**src/rtl/neuromorph_pkg.sv**
```systemverilog
// Shared types and default constants for the neuromorph acquisition path.
package neuromorph_pkg;

  localparam int unsigned ADC_DATA_WIDTH    = 8;
  localparam int unsigned ADC_SAMPLE_PERIOD = 100;
  localparam int unsigned ADC_CONV_CYCLES   = 8;
  localparam int unsigned ADC_AVG_LOG2      = 2;

  typedef enum logic [1:0] {
    IDLE    = 2'd0,
    WAIT    = 2'd1,
    CAPTURE = 2'd2
  } adc_state_t;

  // Bits needed to hold the values 0..n-1, never less than one.
  function automatic int unsigned cnt_width(input int unsigned n);
    return (n > 1) ? int'($clog2(n)) : 1;
  endfunction

endpackage

```
**src/rtl/adc_sampler_if.sv**
```systemverilog
// Readback stream from adc_sampler to memory: word plus valid/ready handshake.
interface adc_sampler_if #(
  parameter int unsigned DATA_WIDTH = neuromorph_pkg::ADC_DATA_WIDTH
) ();

  logic [DATA_WIDTH-1:0] ADC_data;
  logic                  data_valid;
  logic                  data_ready;

  modport master (
    output ADC_data,
    output data_valid,
    input  data_ready
  );

  modport slave (
    input  ADC_data,
    input  data_valid,
    output data_ready
  );

endinterface

```
**src/rtl/adc_avg_accum.sv**
```systemverilog
// Sums 2^AVG_LOG2 ADC captures and emits their truncated mean on the last one.
module adc_avg_accum
  import neuromorph_pkg::*;
#(
  parameter int unsigned DATA_WIDTH = ADC_DATA_WIDTH,
  parameter int unsigned AVG_LOG2   = ADC_AVG_LOG2
) (
  input  logic                  clk,
  input  logic                  reset,
  input  logic                  sample_en,
  input  logic                  flush,
  input  logic [DATA_WIDTH-1:0] din,
  output logic [DATA_WIDTH-1:0] result,
  output logic                  result_valid
);

  localparam int unsigned ACC_W = DATA_WIDTH + AVG_LOG2;
  localparam int unsigned CNT_W = (AVG_LOG2 > 0) ? AVG_LOG2 : 1;
  localparam int unsigned LAST  = (32'd1 << AVG_LOG2) - 32'd1;

  logic [ACC_W-1:0] acc_q, acc_d, sum_c;
  logic [CNT_W-1:0] cnt_q, cnt_d;
  logic             last_c;

  // The result is offered in the same cycle as the last sample arrives.
  always_comb begin
    sum_c        = acc_q + ACC_W'(din);
    last_c       = (cnt_q == CNT_W'(LAST));
    acc_d        = acc_q;
    cnt_d        = cnt_q;
    result       = DATA_WIDTH'(sum_c >> AVG_LOG2);
    result_valid = 1'b0;
    if (flush) begin
      acc_d = '0;
      cnt_d = '0;
    end else if (sample_en) begin
      if (last_c) begin
        acc_d        = '0;
        cnt_d        = '0;
        result_valid = 1'b1;
      end else begin
        acc_d = sum_c;
        cnt_d = cnt_q + CNT_W'(1);
      end
    end
  end

  always_ff @(posedge clk or negedge reset) begin
    if (!reset) begin
      acc_q <= '0;
      cnt_q <= '0;
    end else begin
      acc_q <= acc_d;
      cnt_q <= cnt_d;
    end
  end

endmodule

```
**src/rtl/adc_sampler.sv**
```systemverilog
// Paced ADC acquisition: strobes conversions, averages captures and hands
// the decimated words to memory over a valid/ready register.
module adc_sampler
  import neuromorph_pkg::*;
#(
  parameter int unsigned DATA_WIDTH    = ADC_DATA_WIDTH,
  parameter int unsigned SAMPLE_PERIOD = ADC_SAMPLE_PERIOD,
  parameter int unsigned CONV_CYCLES   = ADC_CONV_CYCLES,
  parameter int unsigned AVG_LOG2      = ADC_AVG_LOG2
) (
  input  logic                  clk,
  input  logic                  reset,
  input  logic                  en,
  input  logic [DATA_WIDTH-1:0] ADC_code,
  output logic                  adc_start,
  output logic                  overrun,
  input  logic                  clear_overrun,
  adc_sampler_if.master         mem_if
);

  localparam int unsigned PER_W  = cnt_width(SAMPLE_PERIOD);
  localparam int unsigned WAIT_W = cnt_width(CONV_CYCLES);

  if (SAMPLE_PERIOD <= CONV_CYCLES + 2) begin : g_bad_period
    $error("adc_sampler: SAMPLE_PERIOD must exceed CONV_CYCLES+2");
  end
  if (CONV_CYCLES < 1) begin : g_bad_conv
    $error("adc_sampler: CONV_CYCLES must be at least 1");
  end

  adc_state_t            state_q, state_d;
  logic [PER_W-1:0]      per_q, per_d;
  logic [WAIT_W-1:0]     wait_q, wait_d;
  logic                  discard_q, discard_d;
  logic                  start_q, start_d;
  logic [DATA_WIDTH-1:0] data_q, data_d;
  logic                  valid_q, valid_d;
  logic                  overrun_q, overrun_d;

  logic                  fire_c;
  logic                  sample_en_c;
  logic                  flush_c;
  logic                  drop_c;
  logic [DATA_WIDTH-1:0] result_c;
  logic                  result_valid_c;

  // The strobe is registered, so the FSM is already in WAIT during the
  // strobe cycle; WAIT therefore spans CONV_CYCLES cycles including it.
  always_comb begin
    state_d     = state_q;
    per_d       = per_q;
    wait_d      = wait_q;
    discard_d   = discard_q;
    start_d     = 1'b0;
    sample_en_c = 1'b0;
    fire_c      = (state_q == IDLE) && en && (per_q == '0);

    // Phase zero waits for the FSM, so a re-enable during a discarded
    // conversion strobes as soon as the FSM is idle again.
    if (!en) begin
      per_d = '0;
    end else if (fire_c || (per_q != '0)) begin
      per_d = (per_q == PER_W'(SAMPLE_PERIOD - 1)) ? '0 : per_q + PER_W'(1);
    end

    case (state_q)
      IDLE: begin
        if (fire_c) begin
          state_d   = WAIT;
          start_d   = 1'b1;
          wait_d    = WAIT_W'(CONV_CYCLES - 1);
          discard_d = 1'b0;
        end
      end
      WAIT: begin
        discard_d = discard_q | ~en;
        if (wait_q == '0) begin
          state_d = CAPTURE;
        end else begin
          wait_d = wait_q - WAIT_W'(1);
        end
      end
      CAPTURE: begin
        sample_en_c = en & ~discard_q;
        discard_d   = 1'b0;
        state_d     = IDLE;
      end
      default: begin
        state_d = IDLE;
      end
    endcase
  end

  assign flush_c = ~en;

  adc_avg_accum #(
    .DATA_WIDTH (DATA_WIDTH),
    .AVG_LOG2   (AVG_LOG2)
  ) u_accum (
    .clk          (clk),
    .reset        (reset),
    .sample_en    (sample_en_c),
    .flush        (flush_c),
    .din          (ADC_code),
    .result       (result_c),
    .result_valid (result_valid_c)
  );

  // Output word register: a new result may replace a word leaving this cycle.
  always_comb begin
    data_d    = data_q;
    valid_d   = valid_q;
    overrun_d = overrun_q;
    drop_c    = result_valid_c & valid_q & ~mem_if.data_ready;

    if (result_valid_c && !drop_c) begin
      data_d  = result_c;
      valid_d = 1'b1;
    end else if (valid_q && mem_if.data_ready) begin
      valid_d = 1'b0;
    end

    if (drop_c) begin
      overrun_d = 1'b1;
    end else if (clear_overrun) begin
      overrun_d = 1'b0;
    end
  end

  always_ff @(posedge clk or negedge reset) begin
    if (!reset) begin
      state_q   <= IDLE;
      per_q     <= '0;
      wait_q    <= '0;
      discard_q <= 1'b0;
      start_q   <= 1'b0;
      data_q    <= '0;
      valid_q   <= 1'b0;
      overrun_q <= 1'b0;
    end else begin
      state_q   <= state_d;
      per_q     <= per_d;
      wait_q    <= wait_d;
      discard_q <= discard_d;
      start_q   <= start_d;
      data_q    <= data_d;
      valid_q   <= valid_d;
      overrun_q <= overrun_d;
    end
  end

  assign adc_start         = start_q;
  assign overrun           = overrun_q;
  assign mem_if.ADC_data   = data_q;
  assign mem_if.data_valid = valid_q;

endmodule

```
**src/flat_wrapper.sv**
```systemverilog
// flat-port wrapper written by rule: the top's interface ports become plain ports
module adc_sampler_flat import neuromorph_pkg::*;
#(
  parameter int unsigned DATA_WIDTH    = ADC_DATA_WIDTH,
  parameter int unsigned SAMPLE_PERIOD = ADC_SAMPLE_PERIOD,
  parameter int unsigned CONV_CYCLES   = ADC_CONV_CYCLES,
  parameter int unsigned AVG_LOG2      = ADC_AVG_LOG2
)
  (clk, reset, en, ADC_code, adc_start, overrun, clear_overrun, mem_if_ADC_data, mem_if_data_valid, mem_if_data_ready);
  adc_sampler_if #(.DATA_WIDTH(DATA_WIDTH)) mem_if_i ();
  input  logic clk;
  input  logic reset;
  input  logic en;
  input  logic [DATA_WIDTH-1:0] ADC_code;
  output logic adc_start;
  output logic overrun;
  input  logic clear_overrun;
  output wire logic [$bits(mem_if_i.ADC_data)-1:0] mem_if_ADC_data;
  output wire logic [$bits(mem_if_i.data_valid)-1:0] mem_if_data_valid;
  input wire logic [$bits(mem_if_i.data_ready)-1:0] mem_if_data_ready;
  assign mem_if_ADC_data = mem_if_i.ADC_data;
  assign mem_if_data_valid = mem_if_i.data_valid;
  assign mem_if_i.data_ready = mem_if_data_ready;
  adc_sampler #(.DATA_WIDTH(DATA_WIDTH), .SAMPLE_PERIOD(SAMPLE_PERIOD), .CONV_CYCLES(CONV_CYCLES), .AVG_LOG2(AVG_LOG2)) u_core (.clk(clk), .reset(reset), .en(en), .ADC_code(ADC_code), .adc_start(adc_start), .overrun(overrun), .clear_overrun(clear_overrun), .mem_if(mem_if_i));
endmodule
```
**config.mk**
```make
export PLATFORM = sky130hd
export DESIGN_NAME = adc_sampler_flat
export DESIGN_NICKNAME = d
export VERILOG_FILES = /design/src/rtl/neuromorph_pkg.sv /design/src/rtl/adc_sampler_if.sv /design/src/rtl/adc_avg_accum.sv /design/src/rtl/adc_sampler.sv /design/src/flat_wrapper.sv
export SDC_FILE = /design/constraint.sdc
export NUM_CORES = 1
export LEC_CHECK = 0
export ABC_AREA = 0
export BUFFER_PORTS_ARGS = -buffer_cell sky130_fd_sc_hd__buf_2
export CORE_ASPECT_RATIO = 1.5
export CORE_MARGIN = 5
export CORE_UTILIZATION = 45
export CTS_BUF_LIST = sky130_fd_sc_hd__clkbuf_8 sky130_fd_sc_hd__clkbuf_16
export CTS_CLUSTER_SIZE = 8
export DETAILED_ROUTE_END_ITERATION = 12
export PLACE_DENSITY = 0.61
export SLEW_MARGIN = 10
export SYNTH_ARGS = -nofsm -noshare
export SYNTH_HDL_FRONTEND = slang
export SYNTH_SLANG_ARGS = --single-unit
```
**constraint.sdc**
```tcl
create_clock -name clk -period 3.15 [get_ports clk]
set_input_delay 0.1575 -clock clk [delete_from_list [all_inputs] [get_ports clk]]
set_output_delay 0.1575 -clock clk [all_outputs]
set_load 0.02 [all_outputs]
```
After elaboration in Yosys (flattened, before gate mapping)
Cells that the tools add are included.
Word-level totals
  register bits: 36
  input port bits: 13
  output and inout port bits: 11
Operators by class
  add/subtract/negate cells: 4
  equality and inequality tests: 9
  muxes and demuxes: 27
  bitwise operators: 7
  reductions and logical operators: 17
Operators with widths (number)
  10-bit 2-to-1 mux: 3
  7-bit 2-to-1 mux: 3
  1-bit 2-to-1 mux: 11
  10-bit by 8-bit adder with 10-bit output: 1
  2-bit 2-to-1 mux: 5
  2-bit by 1-bit != test with 1-bit output, second input constant: 4
  7-bit by 1-bit adder with 7-bit output, second input constant: 1
  7-bit == test, second input constant: 1
  7-bit logical NOT: 1
  7-bit nonzero test: 1
  3-bit 2-to-1 mux: 2
  3-bit case mux with 2 select lines: 1
  2-bit nonzero test: 3
  2-bit == test, second input constant: 2
  1-bit logical AND: 4
  2-bit case mux with 2 select lines: 1
  2-bit AND reduction: 2
  1-bit AND: 3
  3-bit logical NOT: 1
  1-bit NOT: 3
  1-bit case mux with 3 select lines: 1
  3-bit AND reduction: 1
  3-bit nonzero test: 1
  3-bit by 1-bit subtractor with 3-bit output, second input constant: 1
  other kinds (7): 7

Logic depth before layout (Yosys ltp)
Gate-level depths: netlist of run 1.
  word-level depth: 10
  gate-level depth with buffers: 8
  gate-level depth less buffers: 8

Cells and area by module
From an unflattened synthesis of run 1, not the netlist that was laid out.
Second synthesis, totals
  cells, all modules: 212
  area total of the unflattened synthesis: 2120.8 um^2
By module, submodules not included
  adc_sampler: instances 1, cells an instance 101, area an instance 1104.8 um^2, sequential area each 600.6 um^2
  adc_avg_accum: instances 1, cells an instance 111, area an instance 1016.0 um^2, sequential area each 300.3 um^2

Worst setup path after synthesis of run 1
No wires, ideal clock.
  kind: register -> register
  start point: register u_core.u_accum.acc_q[0]
  end point: register u_core.data_q[4], in the netlist u_core.mem_if.ADC_data[4]
  arrival: 1.788 ns
  required time: 3.025 ns
  path slack: 1.237 ns
  cell stages (with the launch flop): 9
  buffers on the path: 0
  period minus slack after synthesis: 1.913 ns
  cells stage by stage: dfrtp_1 > ha_1 > inv_1 > fa_1 > nor2b_4 > o31a_1 > o22ai_1 > xnor2_1 > mux2_2
Between the ends
  word-level cells in the longest chain between the ends: 1
Ends and longest elaborated chain
  start, declared: line adc_avg_accum.sv:21  | logic [ACC_W-1:0] acc_q, acc_d, sum_c;
  start signal, assigned: line adc_avg_accum.sv:50  | acc_q <= '0;
  start signal, assigned: line adc_avg_accum.sv:53  | acc_q <= acc_d;
  10-bit by 8-bit adder with 10-bit output: line adc_avg_accum.sv:27  | sum_c = acc_q + ACC_W'(din);
  end signal, assigned: line adc_sampler.sv:146  | data_q <= data_d;
  end, declared: line adc_sampler.sv:36  | logic [DATA_WIDTH-1:0] data_q, data_d;
No other way between the ends.
A chain may end at the register's enable or synchronous reset.

Final worst setup path of run 1
  start point: register u_core.state_q[0]
  end point: register u_core.data_q[0], in the netlist u_core.mem_if.ADC_data[0]
Between the ends
  word-level cells in the longest chain between the ends: 8
Ends and longest elaborated chain
  start, declared: line adc_sampler.sv:31  | adc_state_t state_q, state_d;
  start signal, assigned: line adc_sampler.sv:141  | state_q <= state_d;
  2-bit == test (*): line adc_sampler.sv:66  | case (state_q)
  1-bit 2-to-1 mux (*): line adc_sampler.sv:66
  1-bit 2-to-1 mux (*): line adc_avg_accum.sv:36  | end else if (sample_en) begin
  1-bit 2-to-1 mux (*): line adc_avg_accum.sv:33  | if (flush) begin
  1-bit AND (2 in a row): line adc_sampler.sv:114  | drop_c = result_valid_c & valid_q & ~mem_if.data_ready;
  1-bit logical NOT: line adc_sampler.sv:116  | if (result_valid_c && !drop_c) begin
  1-bit logical AND (*): line adc_sampler.sv:116
Mark *: on every way between the ends. The rest lies on a longest branch, timed or not.

==> impl.org, run 1 <==
** Critical path
- Worst-path fanout max :: 8
- Register-to-register setup slack :: 950 ps
- For the worst setup path, the data arrival time is 2370 ps.
- Required time reported for the critical path endpoint :: 3330 ps
- The worst setup path is of the flip-flop to flip-flop kind.
- STA classifies the critical path startpoint as a flip-flop.
- In this run the critical register-to-register path is captured at u_core.mem_if.ADC_data[0]$_DFFE_PN0P_.
- Critical path endpoint category :: flip-flop
- Worst setup path start :: u_core.state_q[0]$_DFFE_PN0P_
- In this run the critical register-to-register path is launched from u_core.state_q[0]$_DFFE_PN0P_.
- For the worst flop-to-flop path, the logic depth is 6.

** Synthesis
- Of all cell types, the one taking the most synthesized area is sky130_fd_sc_hd__dfrtp_1.
- Yosys mapped a number of flops with a built-in enable equal to 0.
- Cells after synthesis :: 203
- Of the synthesized area, sequential elements account for 0.433.
- Async set-or-reset flop fraction in the synthesized netlist :: 1.00
- Synthesized flop and latch total :: 36
- Top-area cell type share of the netlist area :: 0.433
- Sorting the synthesized cells by area gives the leading types as sky130_fd_sc_hd__dfrtp_1 (43%), sky130_fd_sc_hd__ha_1 (10%), sky130_fd_sc_hd__xnor2_1 (4.6%).
- Syn nets :: 234
- After synthesis, the netlist uses 40 different library cells.
- Averaged over all synthesized cells, the footprint is 10.3 um^2.
- Total number of yosys warnings :: 0
- The mapped netlist covers 0.00208 mm^2.
- Synth Flop Type :: sky130_fd_sc_hd__dfrtp_1

** Timing
- The number of max-slew violations in the final report is 0.
- Dividing the final minimum period by the clock period gives 0.698.
- Setup violations remaining at the end of the flow were counted as 0.
- The worst pin sits at a relative slew slack of 0.435.
- For the pin with the worst max-slew slack, the measured transition is 846 ps.
- Final worst-path setup slack :: 951 ps
- The final count of hold timing violations is 0.
- The smallest clock period supported by the final layout is computed as 2200 ps.
- In the final timing run, aggregate negative setup slack is 0 ps.
- Unrepaired setup endpoints after global routing :: no
- On the final layout, the worst clock skew is 5.50 ps.
- For this run, the top clock speed supported by timing is 455 MHz.
- Worst slack on hold paths :: 71.0 ps

** Drt
- Final Routed Wirelength :: 3970 um
- The count of nets left with antenna violations once routing finished came out at 0.
- DR WL/cell :: 14.3 um
- Vias :: 1513
- In the routed design, unresolved DRC markers number 0.
- Dividing the detail-routed via count by the number of cells gives 5.44.
- DR iter-0 viols :: 43
- The first detailed-routing pass ran for 4 iterations.

** Run
- Total of max-cap violations :: 0

** Floorplanning
- In this run the horizontal extent of the chip is 65.5 um.
- The initial utilization of the core area, before any placement, comes to 0.462.
- 24 I/O pins were placed.
- The core region is 0.00450 mm^2.
- Std-Cell Rows :: 30
- Die outline area :: 0.00611 mm^2
- Measured along the y axis, the die boundary spans 93.3 um.

** Layout
- Combined area of the multi-input logic cells :: 0.00110 mm^2
- Sequential Area :: 901 um^2
- The library cell used most frequently in the layout, excluding fill and tap cells, is sky130_fd_sc_hd__dfrtp_1.
- The net count of the finished layout is 260.
- In the layout the commonest cells are sky130_fd_sc_hd__dfrtp_1 (36), sky130_fd_sc_hd__buf_2 (23), sky130_fd_sc_hd__inv_1 (17), sky130_fd_sc_hd__ha_1 (17), sky130_fd_sc_hd__nor2_1 (16).
- Once layout is complete, the utilization of the core stands at 0.520.
- Area of all placed cells without fillers :: 0.00234 mm^2
- The area growth from synthesis to layout is 12.6%.
- Non-Filler Instances :: 278
- Of the cells placed in the final design, the portion with a size suffix greater than 1 is 0.196.
- Antenna Cells :: 0
- Fillers :: 429

** Clock tree
- In this run the clock root is driven by a sky130_fd_sc_hd__clkbuf_8.
- The H-tree was split into 2 levels.
- Max Buffers Root-to-Sink :: 2
- Number of buffers added for setup after CTS :: 0
- CTS tree :: built
- Clock tree synthesis inserted a total of 5 buffers.
- The clock net in this run drives a total of 36 sinks.
- Post-CTS repair changed the size of 0 cells.
- For the worst-skew pair, the clock arrives at the later sink with an insertion delay of 290 ps.
- The number of hold buffers added after CTS was 1.
- Clock edge transition at the registers on the reported setup and hold paths :: 70 ps

** Placement
- Routability congestion estimate from global placement :: 0.758
- Number of cells after detailed placement :: 269
- DP HPWL :: 2980 um
- Setup Slack @ Placement :: 914 ps
- The placed instances occupy a cell area of 0.00224 mm^2.
- Port buffering added 23 buffers.

** Pwr
- Peak supply drop :: 493 uV
- Power density normalized to cell area :: 548 mW/mm^2
- Standby leakage power :: 1.17 nW
- The design draws 1.28 mW.

** GRT
- Entering global routing, the biggest net connects 37 pins.
- The first global-routing pass estimated 6940 um of wire.
- For this run the aggregate overflow at the end of global routing stands at 0.
- Initial antenna violation count :: 0
- In the global route stage, overall resource usage came out at 0.146.
- The number of global-route vias before repair is 1577.

** Run status
- The run finished with clean final reports.

** Min path
- Sink of the worst hold path :: u_core.overrun$_DFFE_PN0P_
- Worst Min Path Start :: clear_overrun
- Hold Path Stages :: 2
- The min-delay analysis places its worst path in the category input pin to flip-flop.
[how the worst max path moves through the flow]
stage | end | slack (ps) | cells past startpoint
after floorplan | u_core.mem_if.ADC_data[4]$_DFFE_PN0P_ | 1240 | 8
after global placement | u_core.mem_if.ADC_data[7]$_DFFE_PN0P_ | 1000 | 6
after detailed placement | u_core.mem_if.ADC_data[1]$_DFFE_PN0P_ | 910 | 6
after CTS | u_core.mem_if.ADC_data[1]$_DFFE_PN0P_ | 910 | 6
after global routing | u_core.mem_if.ADC_data[0]$_DFFE_PN0P_ | 820 | 6
final | u_core.mem_if.ADC_data[0]$_DFFE_PN0P_ | 950 | 6
[flip-flops by register name, indices dropped and copies added (netlist names)]
register and cells:
u_core.adc_start 1, u_core.mem_if.data_valid 1, u_core.u_accum.cnt_q 2, u_core.wait_q 3, u_core.state_q 2, u_core.overrun 1, u_core.discard_q 1, u_core.mem_if.ADC_data 8
u_core.u_accum.acc_q 10, u_core.per_q 7
[worst max-delay path: stages (launching register included)]
cell,delay [ps]
sky130_fd_sc_hd__dfrtp_1,380
sky130_fd_sc_hd__inv_1,120
sky130_fd_sc_hd__ha_1,160
sky130_fd_sc_hd__nor2b_1,260
sky130_fd_sc_hd__nand3_1,170
sky130_fd_sc_hd__nor2b_1,590
sky130_fd_sc_hd__mux2_2,410
[Yosys cell counts, types with 2 or more instances]
master,instances
sky130_fd_sc_hd__nor3_1,2
sky130_fd_sc_hd__nor2_1,16
sky130_fd_sc_hd__a221oi_1,2
sky130_fd_sc_hd__o21ai_0,6
sky130_fd_sc_hd__a21oi_1,14
sky130_fd_sc_hd__o41ai_1,2
sky130_fd_sc_hd__nor2b_1,5
sky130_fd_sc_hd__a22o_1,8
sky130_fd_sc_hd__nand3_1,6
sky130_fd_sc_hd__nand2_1,14
sky130_fd_sc_hd__mux2i_1,3
sky130_fd_sc_hd__clkbuf_1,4
sky130_fd_sc_hd__nand2b_1,5
sky130_fd_sc_hd__mux2_2,8
sky130_fd_sc_hd__o22ai_1,3
sky130_fd_sc_hd__inv_1,16
sky130_fd_sc_hd__xnor2_1,11
sky130_fd_sc_hd__a211oi_1,2
sky130_fd_sc_hd__and2_1,3
sky130_fd_sc_hd__buf_2,2
sky130_fd_sc_hd__ha_1,17
sky130_fd_sc_hd__dfrtp_1,36
[cell families after synthesis]
| group | Yosys count | synth area share |
|---|---|---|
| xor gates and xnor gates | 11 | 0.0463 |
| adders and majority gates | 18 | 0.112 |
| DFF | 36 | 0.433 |
| AOI/OAI and AO/OA | 46 | 0.164 |
| muxes | 12 | 0.0649 |
| buffers and inverters | 22 | 0.0409 |
| and+or+nand+nor | 58 | 0.139 |
[layout make-up]
cell class	count	area share
clock buffers	6	0.0352
clock inverters	2	0.00481
inverters	16	0.0256
multi-input cells	145	0.468
flip-flops and latches	36	0.384
well taps	48	0.0256
repair buffers	25	0.0566
[where the power goes]
| part | internal (mW) | leakage [nW] | switching, mW | total (mW) |
|---|---|---|---|---|
| sequential | 0.514 | 0.486 | 0.0378 | 0.552 |
| clock | 0.175 | 0.0486 | 0.168 | 0.343 |
| combinational | 0.157 | 0.631 | 0.233 | 0.390 |
[layer usage]
metal  vias up  share of wire  global-route usage
met5         -              0                   0
li1        760              -                   -
met2        28           0.51               0.261
met1       723           0.44               0.161
met3         2          0.044              0.0457
met4         0         0.0063              0.0467
Note: power is estimated with default switching activity, not from simulation.
==> run 2: changes to the inputs <==
--- a/config.mk
+++ b/config.mk
@@ -13,7 +13,7 @@
 export CTS_BUF_LIST = sky130_fd_sc_hd__clkbuf_8 sky130_fd_sc_hd__clkbuf_16
 export CTS_CLUSTER_SIZE = 8
 export DETAILED_ROUTE_END_ITERATION = 12
-export PLACE_DENSITY = 0.61
+export PLACE_DENSITY = 0.64
 export SLEW_MARGIN = 10
 export SYNTH_ARGS = -nofsm -noshare
 export SYNTH_HDL_FRONTEND = slang
==> constraint.sdc (replaced) <==
create_clock -name clk -period 2 [get_ports clk]
set_input_delay 0.1 -clock clk [delete_from_list [all_inputs] [get_ports clk]]
set_output_delay 0.1 -clock clk [all_outputs]
set_load 0.02 [all_outputs]
==> run 2 against run 1 <==
Net effect:
- global-route usage rose by 0.52 points
- cell count rose by 2.2%
- sequential cell count did not move
- wire length rose by 0.98%
- register-to-register slack got worse by 920 ps
- clock skew rose by 2.2 ps
- hold slack improved by 38 ps
- maximum frequency rose by 12%
- sequential power rose by 57%
- largest power group unchanged
- core utilization rose by 1.5 points
- power rose by 57%
- highest routed layer unchanged
- largest cell class unchanged
==> impl.org, run 2 (synthesis results as in run 1) <==
** Run status
- The run finished with clean final reports.

** Placement
- Detailed placement ended at an HPWL of 2910 um.
- Port Buffers :: 23
- Routability congestion estimate from global placement :: 0.804
- The placed instances occupy a cell area of 0.00227 mm^2.

** GRT
- The initial antenna violation count was 0.
- Total Routing Usage GR :: 0.151
- Entering global routing, the biggest net connects 37 pins.
- The number of global-route vias before repair is 1621.
- First-pass GRT wire length :: 7140 um
- Total gr overflow :: 0

** Layout
- Antenna Cells :: 0
- Once layout is complete, the utilization of the core stands at 0.535.
- The library cell used most frequently in the layout, excluding fill and tap cells, is sky130_fd_sc_hd__dfrtp_1.
- The area growth from synthesis to layout is 15.7%.
- Final nets :: 266
- Flip-flop count of the largest register after layout :: 10
- u_core.u_accum.acc_q holds more flip-flops than any other register.
- Area of all placed cells without fillers :: 0.00241 mm^2
- Most frequent cells in the layout :: sky130_fd_sc_hd__dfrtp_1 (36), sky130_fd_sc_hd__buf_2 (23), sky130_fd_sc_hd__inv_1 (17), sky130_fd_sc_hd__nor2_1 (16), sky130_fd_sc_hd__ha_1 (16)
- Of the cells placed in the final design, the portion with a size suffix greater than 1 is 0.229.
- Fillers :: 402

** Floorplanning
- Chip height :: 93.3 um
- Width of the die :: 65.5 um
- The core region is 0.00450 mm^2.
- I/O pin count :: 24
- The initialized floorplan defines 30 standard-cell rows.
- Die outline area :: 0.00611 mm^2
- The initial utilization of the core area, before any placement, comes to 0.462.

** Timing
- Final setup TNS :: 0 ps
- Setup repair after global routing could not meet its margin everywhere.
- Number of max-slew violations in the final report :: 0
- Setup violations remaining at the end of the flow were counted as 0.
- Final hold vios :: 0
- For the pin with the worst max-slew slack, the measured transition is 865 ps.
- Dividing the final minimum period by the clock period gives 0.982.
- Worst slack on hold paths :: 110 ps
- Maximum clock frequency :: 509 MHz
- Worst clock skew :: 7.72 ps
- The worst path needs 1960 ps of the cycle, external delays included.
- Worst-case headroom to the max-slew limit :: 0.422

** Drt
- Number of detailed-routing iterations run before antenna repair :: 4
- Vias :: 1553
- Antenna-violating nets left :: 0
- In the routed layout, each cell is associated on average with a via count of 5.47.
- DR WL/cell :: 14.1 um
- DR iter-0 viols :: 66
- In the routed design, unresolved DRC markers number 0.
- Final Routed Wirelength :: 4010 um

** Clock tree
- No sink is reached through more buffers than the 2 on the longest clock path.
- Skew-Pair Late Insertion Delay :: 290 ps
- Counting every sink on the clock net gives 36.
- Root buffer cell :: sky130_fd_sc_hd__clkbuf_8
- Clock buffers created by TritonCTS :: 5
- Depth of the CTS H-tree :: 2
- Clock-pin slew was measured on the worst setup and hold paths at 70 ps.
- CTS tree :: built

** Min path
- Class of the tightest hold or removal check :: input pin to flip-flop

** Critical path
- Required time reported for the critical path endpoint :: 2170 ps
- Together, buffers and inverters on the worst path number 1.
- Cells along the critical path :: ha_2 > inv_2 > fa_2 > nor2b_4 > o31a_1 > o41ai_4 > xnor2_1 > mux2_4
- Critical path class :: flip-flop to flip-flop
- Along the worst path, the maximum fanout reaches 3.
- The slowest stage of the critical path is the sky130_fd_sc_hd__dfrtp_1 cell.
- Startpoint type of the worst setup path :: flip-flop
- Among cell families on the critical path, the largest total delay comes from compound AO/OA/AOI/OAI gates.
- The worst setup path is captured at a flip-flop.
- Data on the critical path arrives at its endpoint at 2140 ps.
- Slowest cell delay on critical path :: 380 ps

** Pwr
- Summed over all cells, the static leakage comes to 1.21 nW.
- Dividing total power by cell area gives a power density of 838 mW/mm^2.
- Total design power :: 2.02 mW
- Across the VDD grid, the largest voltage drop is 663 uV.

** Run
- Across the run, the number of max-cap violations was 0.
## run 2: final timing paths
check                                                           start                               endpoint  slack [ps]  cells after the start
worst max-delay path              u_core.u_accum.acc_q[0]$_DFFE_PN0P_  u_core.mem_if.ADC_data[6]$_DFFE_PN0P_          40                      8
worst min-delay path                                mem_if_data_ready   u_core.mem_if.data_valid$_DFFE_PN0P_         110                      3
worst max register to register    u_core.u_accum.acc_q[0]$_DFFE_PN0P_  u_core.mem_if.ADC_data[6]$_DFFE_PN0P_          40                      8
worst min register to register  u_core.mem_if.ADC_data[5]$_DFFE_PN0P_  u_core.mem_if.ADC_data[5]$_DFFE_PN0P_         500                      1
max in group asynchronous                                       reset            u_core.per_q[1]$_DFFE_PN0P_        1040                      2
min in group asynchronous                                       reset    u_core.u_accum.acc_q[1]$_DFFE_PN0P_         440                      2
## run 2: layout make-up
type | count | area, um^2 | share of cell area
Multi-Input combinational cell | 145 | 1120 | 0.464
Inverter | 16 | 60.1 | 0.0249
Clock buffer | 6 | 82.6 | 0.0343
Clock inverter | 2 | 7.51 | 0.00312
Sequential cell | 36 | 901 | 0.374
Timing Repair Buffer | 31 | 180 | 0.0748
Tap cell | 48 | 60.1 | 0.0249
## run 2: stage by stage
step | std cells | worst slack [ps]
global placement | 273 | 38.9
detailed placement | 273 | 5.03
finish | 284 | 35.8
floorplan | 203 | 87.3
global route | 284 | -92.9
CTS | 283 | -5.13
## run 2: report_power, final
group          leakage [nW]  internal [mW]  total, mW  switching, mW
sequential            0.486          0.810      0.867         0.0567
clock                0.0538          0.271      0.521          0.251
combinational         0.674          0.254      0.632          0.377
total                  1.21           1.34       2.02          0.685
## run 2: layer usage
metal | track usage | part of all wire | up-vias | wire length [um]
met5 | 0 | 0 | - | 0
met4 | 0.0727 | 0.025 | 0 | 99
met3 | 0.0361 | 0.034 | 10 | 138
met2 | 0.268 | 0.51 | 26 | 2060
met1 | 0.166 | 0.43 | 747 | 1700
li1 | - | - | 770 | -
## run 2: repair_timing
action / 4_1_cts / 5_1_grt
hold endpoints to repair: 37 / 0
resized for setup: 1 / 5
setup endpoints to repair: 1 / 3
buffers inserted: 0 / 1
hold buffers: 2 / 0
pin swaps: 1 / 2
## run 2: worst register-to-register path, stage by stage (launching register included)
cell and delay (ps):
sky130_fd_sc_hd__dfrtp_1 380, sky130_fd_sc_hd__ha_2 180, sky130_fd_sc_hd__inv_2 50, sky130_fd_sc_hd__fa_2 220, sky130_fd_sc_hd__nor2b_4 40, sky130_fd_sc_hd__o31a_1 340, sky130_fd_sc_hd__o41ai_4 270, sky130_fd_sc_hd__xnor2_1 110
sky130_fd_sc_hd__mux2_4 260
==> run 3: changes to the inputs <==
--- a/config.mk
+++ b/config.mk
@@ -8,7 +8,7 @@
 export ABC_AREA = 0
 export BUFFER_PORTS_ARGS = -buffer_cell sky130_fd_sc_hd__buf_2
 export CORE_ASPECT_RATIO = 1.5
-export CORE_MARGIN = 5
+export CORE_MARGIN = 4
 export CORE_UTILIZATION = 45
 export CTS_BUF_LIST = sky130_fd_sc_hd__clkbuf_8 sky130_fd_sc_hd__clkbuf_16
 export CTS_CLUSTER_SIZE = 8
==> run 3 against run 2 <==
Net effect:
- clock power increased by 2%
- non-clock buffer count increased by 1
- maximum frequency increased by 1.7%
- sequential cell count unchanged
- hold slack improved by 8.4 ps
- first-iteration DRC count increased by 3.0%
- via count decreased by 1.2%
- global-route usage decreased by 0.70 points
- count of clock-buffer cells in the layout unchanged
- wire length decreased by 2.5%
- power increased by 0.25%
- critical path depth unchanged
- highest routed layer unchanged
==> impl.org, run 3 (synthesis results as in run 1) <==
** Critical path
- At the worst endpoint, the required time is 2170 ps.
- Count of buffering cells on the critical path with inverters included :: 1
- Walking the worst path, the cells encountered are ha_2 > inv_2 > fa_2 > nor2b_4 > o31a_1 > o41ai_4 > xnor2_1 > mux2_4.
- Largest delay contributor family on the critical path :: compound AO/OA/AOI/OAI gates
- Critical path endpoint category :: flip-flop
- STA puts the critical path data arrival time at 2100 ps.
- Worst-path fanout max :: 3
- Startpoint type of the worst setup path :: flip-flop
- Register-to-register setup slack :: 70 ps
- Critical path class :: flip-flop to flip-flop
- For this design, the slowest cell found on the critical path is sky130_fd_sc_hd__dfrtp_1.
- On the worst path, the slowest cell contributes a delay of 380 ps.

** Clock tree
- CTS tree :: built
- The number of clock buffers added by TritonCTS is 5.
- In this run the deepest clock path goes through 2 buffers.
- Clock-pin slew was measured on the worst setup and hold paths at 70 ps.
- CTS saw 36 sinks.
- Depth of the CTS H-tree :: 2
- Skew-Pair Late Insertion Delay :: 290 ps
- The tree is rooted in a sky130_fd_sc_hd__clkbuf_8.

** Layout
- Final nets :: 267
- Biggest register :: u_core.u_accum.acc_q
- Area growth from synthesis to layout :: 17.0%
- Area of all placed cells without fillers :: 0.00244 mm^2
- Most frequent cells in the layout :: sky130_fd_sc_hd__dfrtp_1 (36), sky130_fd_sc_hd__buf_2 (23), sky130_fd_sc_hd__nor2_1 (16), sky130_fd_sc_hd__inv_1 (15), sky130_fd_sc_hd__ha_1 (15)
- The library cell used most frequently in the layout, excluding fill and tap cells, is sky130_fd_sc_hd__dfrtp_1.
- The register with the most flip-flops in the layout has 10 of them.
- Of the cells placed in the final design, the portion with a size suffix greater than 1 is 0.253.
- Antenna Cells :: 0

** Drt
- Antenna-violating nets left :: 0
- Summing over every cut layer, the via total after detailed routing is 1534.
- Dividing the detail-routed wire length by the instance count gives 13.7 um.
- The first detailed-routing pass ran for 4 iterations.
- Final Routed Wirelength :: 3910 um
- For this run, design rule violations remaining after detail routing come to 0.
- For this block, the initial DRC count from the detailed router was 68.
- Dividing the detail-routed via count by the number of cells gives 5.38.

** Floorplanning
- In this run the vertical extent of the chip is 91.3 um.
- The die covers 0.00580 mm^2.
- Std-Cell Rows :: 30
- Width of the die :: 63.5 um
- Initial Util :: 0.462
- I/O pin count :: 24
- Placeable core region :: 0.00450 mm^2

** Min path
- Class of the tightest hold or removal check :: input pin to flip-flop

** Timing
- Number of max-slew violations in the final report :: 0
- Final worst-path setup slack :: 68.7 ps
- Worst clock skew :: 8.67 ps
- After layout, the minimum clock period comes to 1930 ps.
- Dividing the final minimum period by the clock period gives 0.966.
- Final hold vios :: 0
- Setup violations remaining at the end of the flow were counted as 0.
- For the pin with the worst max-slew slack, the measured transition is 890 ps.
- Unrepaired setup endpoints after global routing :: yes
- Derived from the worst setup path, the maximum achievable clock frequency is 518 MHz.
- In this run the tightest slew margin relative to its limit is 0.406.

** Run status
- The run finished with clean final reports.

** GRT
- Initial antenna violation count :: 0
- The number of global-route vias before repair was 1538.
- The total overflow left after global routing is 0.
- Entering global routing, the biggest net connects 37 pins.
- Total Routing Usage GR :: 0.144
- First-pass GRT wire length :: 6760 um

** Pwr
- Power density normalized to cell area :: 831 mW/mm^2
- Standby leakage power :: 1.21 nW
- Peak supply drop :: 589 uV

** Run
- Total of max-cap violations :: 0

** Placement
- Detailed placement finished with a half-perimeter wire length of 2840 um.
- Routability-driven placement finished with a final weighted congestion of 0.871.
- OpenSTA, run right after detailed placement, puts the worst setup slack at 9.39 ps.
- Instance area after placement :: 0.00228 mm^2
- Port Buffers :: 23
==> run 3: final timing paths <==
| path | start | to | depth (start not counted) |
|---|---|---|---|
| min | mem_if_data_ready | u_core.mem_if.data_valid$_DFFE_PN0P_ | 3 |
| min in group asynchronous | reset | u_core.u_accum.acc_q[1]$_DFFE_PN0P_ | 2 |
| max reg2reg | u_core.u_accum.acc_q[0]$_DFFE_PN0P_ | u_core.mem_if.ADC_data[6]$_DFFE_PN0P_ | 8 |
| min reg2reg | u_core.mem_if.ADC_data[5]$_DFFE_PN0P_ | u_core.mem_if.ADC_data[5]$_DFFE_PN0P_ | 1 |
| max | u_core.u_accum.acc_q[0]$_DFFE_PN0P_ | u_core.mem_if.ADC_data[6]$_DFFE_PN0P_ | 8 |
| max in group asynchronous | reset | u_core.mem_if.data_valid$_DFFE_PN0P_ | 2 |
==> run 3: cell type report <==
type,count,area (um^2)
Clock buffer,6,82.6
Multi-Input combinational cell,145,1130
Fill cell,412,2070
Clock inverter,2,10.0
Tap cell,48,60.1
Timing Repair Buffer,32,188
Inverter,16,60.1
Sequential cell,36,901
==> run 3: metrics by stage <==
step | std cells | hold WS [ps] | power, mW | setup TNS, ps | util
after floorplan | 203 | -196 | 1.35 | 0 | -
after global placement | 274 | 240 | 1.49 | 0 | 0.506
after detailed placement | 274 | 239 | 1.50 | 0 | 0.506
after CTS | 283 | 4.15 | 2.04 | 0 | 0.529
after global routing | 285 | 125 | 2.19 | -37.8 | 0.541
final | 285 | 118 | 2.03 | 0 | 0.541
==> run 3: report_power, final <==
part	leakage [nW]	internal (mW)	switching, mW
Combinational	0.674	0.255	0.372
Clock	0.0510	0.275	0.257
Sequential	0.486	0.810	0.0564
==> run 3: worst min-delay path, delay by kind of cell <==
kind / cells / cell delay [ps]
buf+inv: 1 / 70
simple gates: 2 / 190
==> run 3: metal layers <==
layer	global-route usage	vias to the layer above	routed length, um	share of wire
met2	0.254	27	1990	0.51
met1	0.167	724	1720	0.44
met4	0.0631	0	81	0.021
li1	-	775	-	-
met5	0	-	0	0
met3	0.0272	8	113	0.029
==> run 3: repair_timing <==
action                     in CTS  in global routing
resized for setup               1                  7
setup buffers                   0                  1
setup endpoints to repair       1                  4
hold buffers                    1                  1
pin swaps                       1                  1
hold endpoints to repair       36                  1
